==> src/rtl/read_to_sdram_pkg.sv <==
// Shared types for the FX2 FIFO to SDRAM bridge.
// State encodings and Wishbone/FX2 tie-off constants.
package read_to_sdram_pkg;

  typedef enum logic [2:0] {
    S_IDLE  = 3'd0,
    S_RD_LO = 3'd1,
    S_RD_HI = 3'd2,
    S_WB    = 3'd3,
    S_GAP   = 3'd4,
    S_DONE  = 3'd5
  } state_t;

  localparam logic [1:0] FIFOADR_EP2 = 2'b00;
  localparam logic [3:0] WB_SEL_ALL  = 4'hF;

endpackage

==> src/rtl/read_to_sdram.sv <==
// Drains 16-bit FX2 slave-FIFO words, packs pairs into 32-bit words and
// writes NUM_WORDS of them to SDRAM over a Wishbone master port.
// Ports: CLKOUT/rst_n clock+reset; IFCLK,FLAGA,FDATA,SLRD,SLOE,SLWR,FIFOADR
// FX2 pins; cyc_i..data_i Wishbone master; cstate,LED,read_ack debug.
module read_to_sdram
  import read_to_sdram_pkg::*;
#(
  parameter int          NUM_WORDS = 120,
  parameter logic [31:0] BASE_ADDR = 32'h0
) (
  input  logic        CLKOUT,
  input  logic        rst_n,
  output logic        IFCLK,
  input  logic        FLAGA,
  inout  wire  [15:0] FDATA,
  output logic        SLRD,
  output logic        SLOE,
  output logic        SLWR,
  output logic [1:0]  FIFOADR,
  output logic [3:0]  LED,
  output logic [2:0]  cstate,
  output logic        read_ack,
  input  logic [31:0] data_o,
  input  logic        stall_o,
  input  logic        sdram_ack,
  output logic        cyc_i,
  output logic        stb_i,
  output logic        we_i,
  output logic [3:0]  sel_i,
  output logic [31:0] addr_i,
  output logic [31:0] data_i
);

  localparam int CW = $clog2(NUM_WORDS + 1);
  localparam logic [CW-1:0] LAST = CW'(NUM_WORDS);

  state_t          state, state_n;
  logic [31:0]     word;
  logic [31:0]     addr;
  logic [CW-1:0]   count;
  logic            rd_st;
  logic            take;
  logic            wb_done;
  logic            unused_rdata;

  assign unused_rdata = ^data_o;

  assign FDATA = 16'hzzzz;

  // A FIFO word is only popped in a cycle where FLAGA says one exists,
  // so a flag drop between halves simply stalls the read state.
  assign rd_st   = (state == S_RD_LO) || (state == S_RD_HI);
  assign take    = rd_st && FLAGA;
  assign wb_done = (state == S_WB) && sdram_ack && !stall_o;

  always_comb begin
    state_n = state;
    unique case (state)
      S_IDLE:  if (FLAGA) state_n = S_RD_LO;
      S_RD_LO: if (FLAGA) state_n = S_RD_HI;
      S_RD_HI: if (FLAGA) state_n = S_WB;
      S_WB:    if (wb_done) state_n = S_GAP;
      S_GAP:   state_n = (count == LAST) ? S_DONE : S_IDLE;
      S_DONE:  state_n = S_DONE;
      default: state_n = S_IDLE;
    endcase
  end

  always_ff @(posedge CLKOUT or negedge rst_n) begin
    if (!rst_n) begin
      state <= S_IDLE;
      word  <= '0;
      addr  <= BASE_ADDR;
      count <= '0;
    end else begin
      state <= state_n;
      if (take && state == S_RD_LO) word[15:0]  <= FDATA;
      if (take && state == S_RD_HI) word[31:16] <= FDATA;
      if (wb_done) begin
        addr  <= addr + 32'd1;
        count <= count + CW'(1);
      end
    end
  end

  assign IFCLK    = CLKOUT;
  assign SLRD     = !take;
  assign SLOE     = !rd_st;
  assign SLWR     = 1'b1;
  assign FIFOADR  = FIFOADR_EP2;
  assign cyc_i    = (state == S_WB);
  assign stb_i    = (state == S_WB);
  assign we_i     = (state == S_WB);
  assign sel_i    = WB_SEL_ALL;
  assign addr_i   = addr;
  assign data_i   = word;
  assign cstate   = state;
  assign read_ack = (state == S_DONE);
  assign LED      = {read_ack, cstate};

endmodule

==> config.mk <==
export PLATFORM = sky130hd
export DESIGN_NAME = read_to_sdram
export DESIGN_NICKNAME = d
export VERILOG_FILES = /design/src/rtl/read_to_sdram_pkg.sv /design/src/rtl/read_to_sdram.sv
export SDC_FILE = /design/constraint.sdc
export NUM_CORES = 1
export LEC_CHECK = 0
export ABC_AREA = 1
export CAP_MARGIN = 30
export CORE_MARGIN = 2
export CORE_UTILIZATION = 45
export DETAILED_ROUTE_END_ITERATION = 10
export GPL_TIMING_DRIVEN = 0
export PLACE_DENSITY = 0.86
export SLEW_MARGIN = 25
export SYNTH_ARGS = -nofsm -noshare
export SYNTH_HDL_FRONTEND = slang
export SYNTH_SLANG_ARGS = --single-unit
==> constraint.sdc <==
create_clock -name CLKOUT -period 3.9 [get_ports CLKOUT]
set_clock_uncertainty 0.05 [all_clocks]
set_input_delay 0.78 -clock CLKOUT [delete_from_list [all_inputs] [get_ports CLKOUT]]
set_output_delay 0.78 -clock CLKOUT [all_outputs]
set_load 0.005 [all_outputs]
; ---- Word-level counts from Yosys, hierarchy flattened
; Cells that the tools add are included.
; W data, S select, Z words.
[classes]
n_addsub = 2
n_eq_ne = 10
muxes = 6
reduce_logical = 11
[ops]
columns = cell, count
row1 = $add A32 B1 Y32 const B, 1
row2 = $pmux W3 S6, 1
row3 = $mux W3, 5
row4 = $add A7 B1 Y7 const B, 1
row5 = $eq A7 B7 Y1 const B, 1
row6 = $eq A3 B2 Y1 const B, 2
row7 = $eq A3 B3 Y1 const B, 2
row8 = $ne A2 B2 Y1 const B, 3
row9 = $logic_and A1 B1 Y1, 5
row10 = $reduce_and A4 Y1, 1
row11 = $eq A3 B1 Y1 const B, 1
row12 = $logic_not A1 Y1, 3
row13 = $logic_not A3 Y1, 1
row14 = $ne A2 B1 Y1 const B, 1
row15 = $logic_or A1 B1 Y1, 1
[word_totals]
reg_bits = 44
in_bits = 37
output_inout_bits = 101
wordCells = 34

; ---- Longest topological paths before layout
; Gate-level depths: netlist (run 1).
[logic_depth]
word_depth = 5
depth_mapped = 9
mapped_depth_nobuf = 9

==> results of run 1 <==
[registers in the layout, indices dropped and copies added (netlist names)]
signal  flops
addr_i     32
count       7
cstate      3
data_i      2
[cells by family (layout without fill, tap and decap cells)]
kind of cell,after synthesis,after routing,share of synthesized area
compound gates,10,10,0.0166
buf+inv,117,211,0.223
other cells,2,23,0.00250
fa+ha+maj,3,3,0.0125
flops,44,44,0.366
xor+xnor,20,20,0.0607
simple gates,188,188,0.318
[through the flow]
stage | cell area, um2 | setup WS (ns)
6_report | 4150 | 0.348
3_3_place_gp | 4000 | 0.593
2_1_floorplan | 3090 | 1.01
4_1_cts | 4150 | 0.335
5_1_grt | 4150 | 0.319
3_5_place_dp | 4020 | 0.593
[area by class of cell]
cell class,instances,area (um2)
plain buffers,61,462
repair buffers,82,826
inverters,56,210
clock buffers,12,141
flip-flops and latches,44,1100
well taps,77,96.3
fillers,560,2270
multi-input cells,244,1310
[worst reg2reg max path, stage by stage (launching register included)]
cell and delay [ns]:
dfrtp_1 0.39, ha_1 0.20, inv_1 0.08, nor2_4 0.21
nand3_4 0.13, nor2_2 0.20, nand2_1 0.09, o21ai_1 0.13
nand2_1 0.06
[synthesized netlist by cell type]
cell type	number
nor2_2	8
nand4_2	2
dfrtp_1	44
nor3_1	2
conb_1	2
nand4_1	14
nand2_1	99
nor3_2	2
ha_1	3
nand2_2	1
xnor2_1	8
nand3_2	2
nor2_1	27
inv_2	1
buf_6	1
o21ai_1	2
o21ai_0	8
xor2_1	11
inv_1	55
nand4_4	1
nand3_4	3
buf_4	60
xnor2_2	1
nand3b_1	4
nor2_8	1
nor2_4	5
nand3_1	17
[per-layer routing]
metal  vias up  GRT usage  share of wire
li1       1331          -              -
met1      1223      0.236           0.42
met2       137      0.323           0.47
met3        12     0.0481          0.094
met4         0     0.0722          0.011
met5         -          0              0
[how the worst max path moves through the flow]
stage	cells past startpoint	slack [ns]	end	start
floorplan	1	1.01	IFCLK	CLKOUT
global placement	2	0.59	IFCLK	CLKOUT
detailed placement	2	0.59	IFCLK	CLKOUT
CTS	4	0.33	IFCLK	CLKOUT
global route	4	0.32	IFCLK	CLKOUT
finish	4	0.35	IFCLK	CLKOUT
[power groups by stage]
stage	Combinational (mW)	Sequential (mW)	Clock [mW]
6_report	0.437	0.591	0.412
5_1_grt	0.485	0.596	0.445
4_1_cts	0.440	0.589	0.423
3_5_place_dp	0.437	0.598	0.0358
3_3_place_gp	0.420	0.593	0.0358
2_1_floorplan	0.241	0.586	0.0166
==> parameters.txt, run 1 <==
Parameter                              Value

Cells and area
  Commonest cells after routing, fill and taps aside    nand2_1, clkdlybuf4s50_1, buf_4, inv_1, dfrtp_1
  Commonest non-fill, non-tap cell in the layout    nand2_1
  Share of post-route cells with drive strength above 1    0.198
  Final cell utilization of the core    0.646
  Number of antenna diodes    0
  Layout Nets    538
  Final Instance Count excl. Fillers    576
  Area delta synth->final    38.0%

Setup path
  Cells on worst reg2reg path    8
  CP arrival    2.72 ns
  Launching element type of the critical path    clock port
  Destination of the worst register-to-register timing path    addr_i[18]$_DFFE_PN0P_
  Crit path required time    3.07 ns
  Max stage delay on crit path    0.43 ns
  Crit. End Element    output port
  Crit path top cell by count    clkbuf_8
  Crit-path cells    clkbuf_8 -> clkbuf_8 -> buf_4 -> clkdlybuf4s50_1
  Largest fanout on the critical path    2
  Standard cell with the maximum stage delay on the critical path    clkdlybuf4s50_1
  R2R Path Start    addr_i[1]$_DFFE_PN0P_
  CP delay by family, top    buffers and inverters
  Critical path buffers and inverters    4
  Worst setup path class    clk2out
  R2R Setup Slk    2.25 ns

Power
  Clock power frac    0.286
  Register share of total power    0.410
  P_int    0.992 mW
  Share of total power consumed by net switching    0.311
  Switching component of the power    0.448 mW
  Maximum ir drop on the vdd rail    0.000240 V
  Part of the power in combinational logic    0.303
  Total design power    1.44 mW
  Cell Pwr Density    347 nW/um2
  Pleak    2.08 nW

Floorplan
  Total I/O pin count    138
  Die X    85.8 um
  Core Area    6420 um2
  Initial standard-cell utilization of the core    0.468
  Floorplan row count    29
  Die Outline Area    7350 um2
  Vertical die dimension    85.8 um

STA
  Smallest hold slack    0.241 ns
  Max-slew violation count    0
  Final Setup Violations    0
  Setup repair after global routing missed its margin    false
  Setup tns final    0 ns
  Count of endpoints failing hold in the final timing report    0

Detailed routing
  Routed wire length    6.89 mm
  Routed wire per std cell    12.0 um
  Residual antenna-violating net count after detailed routing    0
  Length of the first detailed-routing pass in iterations    8
  Remaining routing DRC violations    15
  DR vias    2,703
  Number of DRC markers after the initial detailed-route iteration    147
  Vias per std cell    4.69

Place
  Number of port buffers    82
  Post-detailed-placement half-perimeter wirelength    5.40 mm
  Instance count after placement with tap cells included    565
  Final weighted congestion in routability-driven placement    0.910

Yosys
  Area of the mapped netlist    3010 um2
  Number of warnings issued by yosys    0
  Mean instance size in the synthesized netlist    7.83 um2
  Top cells by area in the synthesized netlist    dfrtp_1, buf_4, nand2_1
  Synthesis-stage register bit count    44
  Cell count after synthesis    384
  Sequential fraction of the synthesis area    0.366
  Cell variety after synth    27
  Yosys top cell by area    dfrtp_1
  Portion of synthesized cell area occupied by the leading cell type    0.366

Run status
  Violated checks    DRC
  Outcome    complete, but fails checks

Global route
  GRT Resource Usage Total    0.191
  Global route overflow    0
  First-pass GRT wire length    11.3 mm
  Antenna violations before repair    0
  Number of global-route vias before repair    2,502
  Largest net degree at the start of global routing    30

Clocking
  Clock transition at path regs    0.08 ns
  Clock tree from TritonCTS    built
  Count of hold buffers inserted by post-cts repair    0
  Worst-skew pair later-pin latency    0.40 ns
  Setup Fix Bufs, Post-CTS    0
  Gates resized, CTS repair    0

Worst hold path
  Class of the tightest hold or removal check    in2async

Flow run
  # Max-Cap Violations    0
Power figures use the tool's default switching activity.
==> inputs of run 2 (changes only) <==
Settings changed: SKIP_CTS_REPAIR_TIMING from default to 1.
==> results of run 2 <==
Same layout as run 1: the final DEF is identical, and so are final timing and power.
